==> src/rtl/bsg_link_pkg.sv <==
// Shared types for the link credit sender: FSM state encoding and credit width helper.
// Latency: none (types and constant functions only).
// Backpressure: not applicable.
package bsg_link_pkg;

  // Sender control states; eError is terminal until reset.
  typedef enum logic [1:0] {
    eInit  = 2'd0,
    eRun   = 2'd1,
    eError = 2'd2
  } link_state_e;

  // Width that holds credit_max plus one full token return, so the
  // overflow check sees the true sum before any truncation.
  function automatic int credit_calc_width(input int credit_max, input int decimation);
    return $clog2(credit_max + decimation + 1);
  endfunction

endpackage

==> src/rtl/bsg_link_token_sync.sv <==
// Two-flop synchronizer bringing the receiver's token toggle into core_clk_i.
// Latency: 2 cycles from a stable input to q_o.
// Backpressure: none; samples every cycle.
module bsg_link_token_sync (
  input  logic clk_i,
  input  logic reset_i,
  input  logic d_i,
  output logic q_o
);

  logic sync1_r;
  logic sync2_r;

  // Two back-to-back flops; both clear on reset so the history flop starts consistent.
  always_ff @(posedge clk_i or posedge reset_i) begin
    if (reset_i) begin
      sync1_r <= 1'b0;
      sync2_r <= 1'b0;
    end else begin
      sync1_r <= d_i;
      sync2_r <= sync1_r;
    end
  end

  assign q_o = sync2_r;

endmodule

==> src/rtl/bsg_link_credit_sender.sv <==
// Credit-based sender: forwards core words to the link while credits remain, refilled by token toggles.
// Latency: 1 cycle from accepted core word to link_valid_o/link_data_o.
// Backpressure: core_ready_o drops at zero credits, in init and in error; link side has none.
module bsg_link_credit_sender
  import bsg_link_pkg::*;
#(
  parameter int width_p       = 64,
  parameter int credit_max_p  = 32,
  parameter int decimation_p  = 4,
  parameter int init_cycles_p = 4
) (
  input  logic                                core_clk_i,
  input  logic                                core_link_reset_i,
  input  logic [width_p-1:0]                  core_data_i,
  input  logic                                core_valid_i,
  output logic                                core_ready_o,
  input  logic                                token_i,
  output logic [width_p-1:0]                  link_data_o,
  output logic                                link_valid_o,
  output logic [$clog2(credit_max_p+1)-1:0]   credits_o,
  output logic                                credit_error_o
);

  localparam int cw_lp  = $clog2(credit_max_p + 1);
  localparam int ciw_lp = credit_calc_width(credit_max_p, decimation_p);
  localparam int icw_lp = (init_cycles_p > 1) ? $clog2(init_cycles_p) : 1;

  localparam logic [cw_lp-1:0]  credit_reset_lp = cw_lp'(credit_max_p);
  localparam logic [ciw_lp-1:0] credit_max_w_lp = ciw_lp'(credit_max_p);
  localparam logic [ciw_lp-1:0] decimation_w_lp = ciw_lp'(decimation_p);
  localparam logic [icw_lp-1:0] init_reset_lp   = icw_lp'(init_cycles_p - 1);

  link_state_e       state_r, state_n;
  logic [icw_lp-1:0] init_cnt_r, init_cnt_n;
  logic [cw_lp-1:0]  credits_r, credits_n;
  logic              error_r, error_n;
  logic              hist_r;
  logic              tok_sync;
  logic              tok_edge;
  logic              xfer;
  logic [ciw_lp-1:0] credit_sum;

  bsg_link_token_sync u_token_sync (
    .clk_i   (core_clk_i),
    .reset_i (core_link_reset_i),
    .d_i     (token_i),
    .q_o     (tok_sync)
  );

  // History follows the synchronized token every cycle, so edges seen in
  // eInit or eError are consumed without ever reaching the credit count.
  always_ff @(posedge core_clk_i or posedge core_link_reset_i) begin
    if (core_link_reset_i) hist_r <= 1'b0;
    else                   hist_r <= tok_sync;
  end

  assign tok_edge = tok_sync ^ hist_r;
  assign xfer     = core_valid_i & core_ready_o;

  // State register: FSM, init down-counter, credit count and sticky error.
  always_ff @(posedge core_clk_i or posedge core_link_reset_i) begin
    if (core_link_reset_i) begin
      state_r    <= eInit;
      init_cnt_r <= init_reset_lp;
      credits_r  <= credit_reset_lp;
      error_r    <= 1'b0;
    end else begin
      state_r    <= state_n;
      init_cnt_r <= init_cnt_n;
      credits_r  <= credits_n;
      error_r    <= error_n;
    end
  end

  // Next-state: init countdown, credit update in eRun with saturation into eError.
  always_comb begin
    state_n    = state_r;
    init_cnt_n = init_cnt_r;
    credits_n  = credits_r;
    error_n    = error_r;
    // xfer implies credits_r != 0, so the subtraction never wraps.
    credit_sum = ciw_lp'(credits_r)
               + (((state_r == eRun) && tok_edge) ? decimation_w_lp : '0)
               - ciw_lp'(xfer);
    case (state_r)
      eInit: begin
        if (init_cnt_r == '0) state_n = eRun;
        else                  init_cnt_n = init_cnt_r - 1'b1;
      end
      eRun: begin
        if (credit_sum > credit_max_w_lp) begin
          credits_n = credit_reset_lp;
          error_n   = 1'b1;
          state_n   = eError;
        end else begin
          credits_n = cw_lp'(credit_sum);
        end
      end
      eError: begin
        state_n = eError;
      end
      default: begin
        state_n = eError;
        error_n = 1'b1;
      end
    endcase
  end

  // Outputs: ready derives from registered state only, never from this cycle's token.
  always_comb begin
    core_ready_o   = (state_r == eRun) && (credits_r != '0);
    credits_o      = credits_r;
    credit_error_o = error_r;
  end

  // Link register: capture accepted word, pulse valid for one cycle, hold data otherwise.
  always_ff @(posedge core_clk_i or posedge core_link_reset_i) begin
    if (core_link_reset_i) begin
      link_valid_o <= 1'b0;
      link_data_o  <= '0;
    end else begin
      link_valid_o <= xfer;
      if (xfer) link_data_o <= core_data_i;
    end
  end

endmodule

==> config.mk <==
export PLATFORM = sky130hd
export DESIGN_NAME = bsg_link_credit_sender
export DESIGN_NICKNAME = d
export VERILOG_FILES = /design/src/rtl/bsg_link_pkg.sv /design/src/rtl/bsg_link_token_sync.sv /design/src/rtl/bsg_link_credit_sender.sv
export SDC_FILE = /design/constraint.sdc
export NUM_CORES = 1
export LEC_CHECK = 0
export CAP_MARGIN = 5
export CORE_MARGIN = 3
export CORE_UTILIZATION = 35
export DETAILED_ROUTE_END_ITERATION = 12
export PLACE_DENSITY = 0.72
export REMOVE_ABC_BUFFERS = 1
export SLEW_MARGIN = 20
export SYNTH_ARGS = -nofsm -noshare
export SYNTH_HDL_FRONTEND = slang
export SYNTH_SLANG_ARGS = --single-unit
==> constraint.sdc <==
create_clock -name core_clk_i -period 4.15 [get_ports core_clk_i]
set_input_delay 0.6225 -clock core_clk_i [delete_from_list [all_inputs] [get_ports core_clk_i]]
set_output_delay 0.6225 -clock core_clk_i [all_outputs]
set_load 0.05 [all_outputs]
==> results of run 1 <==
==> layout by cell type, fill, tap and decap left out, types with 2 or more instances in the layout <==
cell type / n
clkbuf_8: 9
ha_1: 8
mux2_2: 16
bufinv_16: 2
nand2_1: 8
or3_1: 2
o22ai_1: 2
mux2_4: 49
clkinv_4: 2
a21o_1: 2
dfrtp_1: 76
dfstp_2: 3
nor2_1: 5
o31ai_1: 3
a211oi_1: 2
inv_1: 13
a21oi_1: 2
xnor2_1: 3
clkdlybuf4s50_1: 140
clkbuf_1: 2
buf_4: 3
clkinv_2: 2
==> metrics by stage <==
stage,TNS [ns],total power [W],setup WS (ns),hold WS [ns],util [%]
after floorplan,-9.91,0.00327,-1.24,0.331,-
after global placement,0,0.00416,1.04,0.333,52.6
after detailed placement,0,0.00420,0.996,0.338,52.6
after CTS,0,0.00485,1.10,0.354,54.9
after global routing,0,0.00502,0.890,0.359,54.9
final,0,0.00479,1.15,0.353,54.9
==> state kept, by name, summed over array words and instances (netlist names) <==
name and cells:
link_data_o 64, hist_r 1, link_valid_o 1, credits_o 6, state_r 2, u_token_sync.sync1_r 1, credit_error_o 1, init_cnt_r 2
u_token_sync.q_o 1
==> layer usage <==
layer	track usage, %	wire (um)	vias up
met4	5.06	96	0
met3	5.68	644	10
met5	0	0	-
li1	-	-	1049
met2	23.7	3780	78
met1	16.0	2990	1098
==> layout make-up <==
type | instances | area (um^2)
Multi-Input combinational cell | 117 | 1310
Fill cell | 836 | 4230
Clock buffer | 11 | 131
Sequential cell | 79 | 1980
Clock inverter | 5 | 82.6
Tap cell | 129 | 161
Timing Repair Buffer | 143 | 1420
Inverter | 14 | 53.8
==> power breakdown <==
part           switching (W)  internal (W)  leakage [nW]
clock network       0.000272      0.000341         0.107
logic                0.00172       0.00112          1.32
registers           0.000215       0.00112         0.951
total                0.00220       0.00259          2.38
==> critical path: cells and delay by family, from the launching register on <==
family / cells / cell delay (ns)
adder cells (fa/ha/maj): 3 / 0.72
buffers and inverters: 3 / 0.17
flip-flops: 1 / 0.42
AO/OA/AOI/OAI: 3 / 0.60
AND/OR/NAND/NOR: 3 / 0.82
XOR/XNOR: 1 / 0.15
==> how the worst max path moves through the flow <==
stage / cells after the start / slack, ns / endpoint
after floorplan: 13 / -1.24 / credit_error_o
after global placement: 12 / 1.04 / credit_error_o
after detailed placement: 12 / 1.0 / credit_error_o
after CTS: 13 / 1.10 / credit_error_o
after global routing: 13 / 0.89 / credit_error_o
final: 13 / 1.15 / credit_error_o
==> kinds of logic after synthesis <==
kind of cell             Yosys count  share of synthesized area [%]
multiplexers                      65                           26.7
AND/OR/NAND/NOR                   23                           3.36
adder cells (fa/ha/maj)            9                           3.51
AO/OA/AOI/OAI                     16                           3.36
buffers and inverters             21                           4.20
flip-flops                        79                           57.8
XOR/XNOR                           4                           1.02
==> results.cfg, run 1 <==
[global_route]
grt_pass1_vias = 2539
grt_max_degree = 47
grt_pass1_wl_um = 12300
grt_usage_pct = 14.1
grt-ovfl-total = 0
antenna_found_initial = 0

[synth]
mappedNetlistArea_um2 = 3430
synth_common_cells = dfrtp_1, mux2_4, mux2_2
syn_area_per_cell_um2 = 15.8
synth_top_area_share_pct = 55.5
yosys_warnings = 0
ys_seq_area_share_pct = 57.8
synth_ff_type = dfrtp_1
yosysTopAreaCell = dfrtp_1
synth_area_leaders = dfrtp_1, mux2_4, mux2_2
synth-seq-cells = 79
yosysMostFrequentCell = dfrtp_1
synthCells = 217
synthArstFlopShare_pct = 100
ys_types = 32
synth-edff-count = 0

[power]
power.density_nw_per_um2 = 931
vdd_drop_max_mv = 0.436
leakage_nw = 2.38

[worst_setup_path]
rrSetupSlack_ns = 1.15
r2r_cells = 13
path_common_cell = inv_1
startpoint = credits_o[0]
r2r-start = credits_o[0]
crit_arrival_ns = 3.21
path_class = reg -> reg
required_ns = 4.36
crit_chain = nor4_1 > a21oi_2 > nand2_4 > inv_1 > ha_1 > inv_1 > ha_1 > inv_1 > fa_1 > xnor2_1 > or3_1 > a2111oi_0 > a211oi_1
crit_path_top_delay_cell = dfrtp_1
cp_max_fo = 4
r2r_end = credit_error_o
cp-end-kind = register
cpPeakStageDelay_ns = 0.42
start_kind = register

[placement]
placed_area_um2 = 4930
dp.cells = 482
port_buffers = 140
place.detailed.hpwl_um = 5600
routabilityCongestion = 0.787

[timing]
slew_headroom_pct = 46.3
hold_viol = 0
rsz0062_at_grt = false
fin_crit_ns = 3.00
setup_viol_count_final = 0
worst_pin_slew_ns = 0.806
period_share_pct = 72.2
fmax_mhz = 334
maxSlewViolCount = 0
fin_skew_ns = 0.0126

[floorplan]
die_height_um = 105
dieArea_um2 = 11000
die_x_um = 105
core_area_um2 = 9370
std_cell_rows = 35
pin_count = 141
initial_utilization_pct = 36.6

[clock_tree]
clock_sinks = 79
clock_path_buffers = 2
clock_latency_ns = 0.34
cts_hold_buf = 0
cts-htree-levels = 3
cts_tree = done
clock-root-buffer = clkbuf_8
postCtsSetupRepairBufs = 0
clk_pin_slew_ns = 0.08
post_cts_resized = 0
cts_buffers = 9

[outcome]
status = complete, no violations

[cells_and_area]
drive_above_1_share_pct = 24.7
final_cell_area_um2 = 5140
fin_cells = 498
n_antenna_cell = 0
nNetsFinal = 441
syn2layout_area_growth_pct = 50.1

[routing]
wl_um = 7520
first_pass_iters = 4
wl_per_cell_um = 15.1
drtIter0Drc = 38
dr_total_vias = 2235
postRouteAntennaNets = 0
drc_errors = 0
via_per_inst = 4.49

[hold_path]
worstHoldStart = u_token_sync.sync1_r
hold_path.class = reg -> reg
hold-path-endpoint = u_token_sync.q_o
hold_path_depth = 0

[run]
cap_viol_max_count = 0
Note: power is estimated with default switching activity, not from simulation.
==> run 2, diff against run 1 <==
- clock period: 4.15 -> 2.9 ns (I/O delays scaled with it)
==> results.cfg, run 2 (synthesized netlist as in run 1, its figures left out) <==
[outcome]
status = complete, no violations

[clock_tree]
clock_path_buffers = 2
clock_latency_ns = 0.34
clock_sinks = 79
cts-htree-levels = 3
cts_hold_buf = 0
cts_tree = done
cts_buffers = 9
clock-root-buffer = clkbuf_8
clk_pin_slew_ns = 0.08

[timing]
tns_ns = 0
fin_crit_ns = 2.83
fin_skew_ns = 0.00788
hold_viol = 0
rsz0062_at_grt = true
worst_pin_slew_ns = 0.713
slew_headroom_pct = 52.4
maxSlewViolCount = 0
setup_viol_count_final = 0
whs_ns = 0.359
period_share_pct = 97.6
fmax_mhz = 353

[worst_setup_path]
required_ns = 3.13
crit_arrival_ns = 3.06
start_kind = register
path_class = reg -> reg
cp-end-kind = register
cp_max_fo = 2

[cells_and_area]
final_common_cell = clkdlybuf4s50_1
final_cell_mix = clkdlybuf4s50_1, dfrtp_1, mux2_4
regMostFlops = link_data_o
final_util_pct = 56.7
nFillCells = 819
n_antenna_cell = 0
syn2layout_area_growth_pct = 55.0
final_cell_area_um2 = 5310
fin_cells = 507
largest_register_ffs = 64
drive_above_1_share_pct = 30.2
nNetsFinal = 450

[floorplan]
initial_utilization_pct = 36.6
std_cell_rows = 35
die_x_um = 105
die_height_um = 105
core_area_um2 = 9370
pin_count = 141
dieArea_um2 = 11000

[placement]
place.detailed.hpwl_um = 5750
port_buffers = 140
routabilityCongestion = 0.787
dp.cells = 489
placed_area_um2 = 4990

[routing]
drc_errors = 0
via_per_inst = 4.54
wl_per_cell_um = 15.6
drtIter0Drc = 94
first_pass_iters = 4
dr_total_vias = 2303
postRouteAntennaNets = 0
wl_um = 7910

[global_route]
grt_pass1_vias = 2595
met1_usage_pct = 17.6
gr-usage-met2_pct = 23.9
grt_pass1_wl_um = 13000
grt_max_degree = 42
antenna_found_initial = 0
grt_usage_pct = 14.6
grt-ovfl-total = 0
busiest_layer = met2
use_met3_pct = 5.50

[power]
leakage_nw = 2.43
power.density_nw_per_um2 = 1350
vdd_drop_max_mv = 0.703

[run]
cap_viol_max_count = 0

[hold_path]
hold_path.class = reg -> reg
## run 2: layer usage
| layer | wire length (um) | vias up |
|---|---|---|
| met5 | 0 | - |
| met4 | 100 | 0 |
| met3 | 624 | 9 |
| met2 | 3950 | 84 |
| met1 | 3230 | 1151 |
| li1 | - | 1059 |
## run 2: metrics by stage
stage               power, W  setup WS, ns
global route         0.00752       -0.0612
floorplan            0.00469         -2.49
global placement     0.00602       -0.0177
finish               0.00717        0.0703
CTS                  0.00711        0.0232
detailed placement   0.00611        -0.190
## run 2: final timing paths
check	cells after the start	from	end	slack (ns)
worst max-delay path	13	credits_o[0]	state_r[1]	0.07
worst min-delay path	0	u_token_sync.sync1_r	u_token_sync.q_o	0.36
worst max register to register	13	credits_o[0]	state_r[1]	0.07
worst min register to register	0	u_token_sync.sync1_r	u_token_sync.q_o	0.36
max in group asynchronous	3	core_link_reset_i	link_data_o[27]	1.72
min in group asynchronous	2	core_link_reset_i	link_data_o[11]	0.51
## run 2: power breakdown
| group | switching (W) | internal (W) |
|---|---|---|
| clock | 0.000396 | 0.000482 |
| combinational | 0.00260 | 0.00176 |
| sequential | 0.000315 | 0.00161 |
## run 2: final cells by class
class | instances | area, um^2 | area share [%]
clock inverter | 6 | 85.1 | 1.60
clock buffer | 10 | 128 | 2.40
multi-input combinational | 117 | 1400 | 26.3
timing repair buffer | 152 | 1500 | 28.3
tap | 129 | 161 | 3.04
inverter | 14 | 56.3 | 1.06
sequential | 79 | 1980 | 37.3
## run 2: critical path: stages (launching register included)
cell	delay, ns
dfrtp_1	0.42
nor4_4	0.30
a21oi_2	0.12
nand2_4	0.09
inv_4	0.04
ha_4	0.14
inv_2	0.06
ha_4	0.12
inv_2	0.04
fa_2	0.54
nand2_2	0.05
or3_4	0.41
a21o_1	0.20
a31o_2	0.20
## run 2: what timing repair did
action | CTS | global route
setup endpoints to repair | 5 | 9
buffers inserted | 0 | 2
gates resized for setup | 5 | 14
hold endpoints to repair | 0 | 0
pin swaps | 3 | 6
==> run 3, diff against run 2 <==
- CAP_MARGIN: 5 -> 25
- REMOVE_ABC_BUFFERS: 1 -> default
==> results.cfg, run 3 (synthesized netlist as in run 1, its figures left out) <==
[cells_and_area]
fin_cells = 499
nNetsFinal = 443
largest_register_ffs = 64
drive_above_1_share_pct = 30.3
n_antenna_cell = 0
final_cell_mix = clkdlybuf4s50_1, dfrtp_1, mux2_4
final_common_cell = clkdlybuf4s50_1
syn2layout_area_growth_pct = 55.1
regMostFlops = link_data_o

[floorplan]
initial_utilization_pct = 36.6
die_height_um = 105
std_cell_rows = 35
die_x_um = 105
dieArea_um2 = 11000
pin_count = 141
core_area_um2 = 9370

[worst_setup_path]
crit_path_top_delay_cell = fa_1
rrSetupSlack_ns = 0.07
path_class = reg -> reg
r2r_cells = 13
cpPeakStageDelay_ns = 0.51
path_delay_family = simple AND/OR/NAND/NOR gates
start_kind = register
r2r-start = credits_o[0]
cp_max_fo = 4
r2r_end = state_r[1]
crit_chain = nor4_4 > a21oi_4 > nand2_4 > inv_4 > ha_4 > inv_2 > ha_4 > inv_2 > fa_1 > nand2_1 > or3_4 > a21o_1 > a31o_2
crit_arrival_ns = 3.05
required_ns = 3.13
path_buf_inv = 3
cp-end-kind = register

[clock_tree]
clock_path_buffers = 2
cts_buffers = 9
clock_sinks = 79
clk_pin_slew_ns = 0.08
clock-root-buffer = clkbuf_8
clock_latency_ns = 0.34
cts_tree = done
cts-htree-levels = 3

[hold_path]
worstHoldStart = u_token_sync.sync1_r
hold_path_depth = 0
hold_path.class = reg -> reg
hold-path-endpoint = u_token_sync.q_o

[placement]
place.detailed.hpwl_um = 5900
dp.cells = 483
pre_cts_ws_ns = 0.0286
routabilityCongestion = 0.909
port_buffers = 140

[timing]
slew_headroom_pct = 52.5
fmax_mhz = 354
rsz0062_at_grt = true
tns_ns = 0
worst_pin_slew_ns = 0.712
fin_skew_ns = 0.0109
whs_ns = 0.354
maxSlewViolCount = 0
setup_viol_count_final = 0
period_share_pct = 97.5
hold_viol = 0
fin_ws_ns = 0.0731
fin_crit_ns = 2.83

[run]
cap_viol_max_count = 0

[global_route]
antenna_found_initial = 0
grt_pass1_wl_um = 12800
grt_max_degree = 65
grt_usage_pct = 14.7
grt_pass1_vias = 2417
grt-ovfl-total = 0

[routing]
via_per_inst = 4.60
postRouteAntennaNets = 0
wl_per_cell_um = 15.8
first_pass_iters = 4
drtIter0Drc = 55
dr_total_vias = 2293
drc_errors = 0
wl_um = 7870

[outcome]
status = complete, no violations

[power]
power.density_nw_per_um2 = 1360
leakage_nw = 2.41
vdd_drop_max_mv = 0.740

[synth]
syn-num-nets = 294
[run 3: changes by cell type in the layout (fill, tap and decap cells not counted), sizes merged]
cell,before,now
clkinvlp,2,1
buf,12,5
clkinv,3,4
clkbuf,10,9
[run 3: stage by stage]
stage	total power, W	util, %	instance area (um^2)
after global placement	0.00627	54.1	5070
after global routing	0.00755	56.7	5310
after CTS	0.00725	56.3	5280
after floorplan	0.00496	-	3560
after detailed placement	0.00635	54.1	5070
final	0.00720	56.7	5310
[run 3: what timing repair did]
action,CTS,global route
gates resized for setup,0,1
endpoints found under the setup margin,0,2
buffers inserted,0,0
hold buffers,0,0
[run 3: power by group]
group          leakage, nW  total [W]  internal, W  switching (W)
registers            0.944    0.00193      0.00161       0.000314
clock network        0.105   0.000872     0.000479       0.000393
logic                 1.36    0.00440      0.00177        0.00263
[run 3: per-layer routing]
metal / track usage (%) / part of all wire, % / vias up
met5: 0 / 0 / -
li1: - / - / 1050
met1: 18.2 / 41 / 1126
met3: 5.81 / 9.4 / 12
met2: 23.6 / 48 / 105
met4: 4.97 / 1.3 / 0
[run 3: final cells by class]
type / instances / area [um^2]
Clock buffer: 9 / 124
Clock inverter: 6 / 86.3
Fill cell: 840 / 4060
Inverter: 14 / 56.3
Multi-Input combinational cell: 117 / 1430
Sequential cell: 79 / 1990
Tap cell: 129 / 161
Timing Repair Buffer: 145 / 1470
[run 3: worst max-delay path by stage]
stage / from / endpoint / slack (ns) / cells after the start
2_1_floorplan: credits_o[3] / state_r[1] / -0.32 / 15
3_3_place_gp: core_valid_i / state_r[1] / 0.12 / 12
3_5_place_dp: core_valid_i / state_r[0] / 0.03 / 12
4_1_cts: credits_o[3] / state_r[0] / 0.02 / 13
5_1_grt: credits_o[0] / state_r[1] / -0.03 / 13
6_report: credits_o[0] / state_r[1] / 0.07 / 13
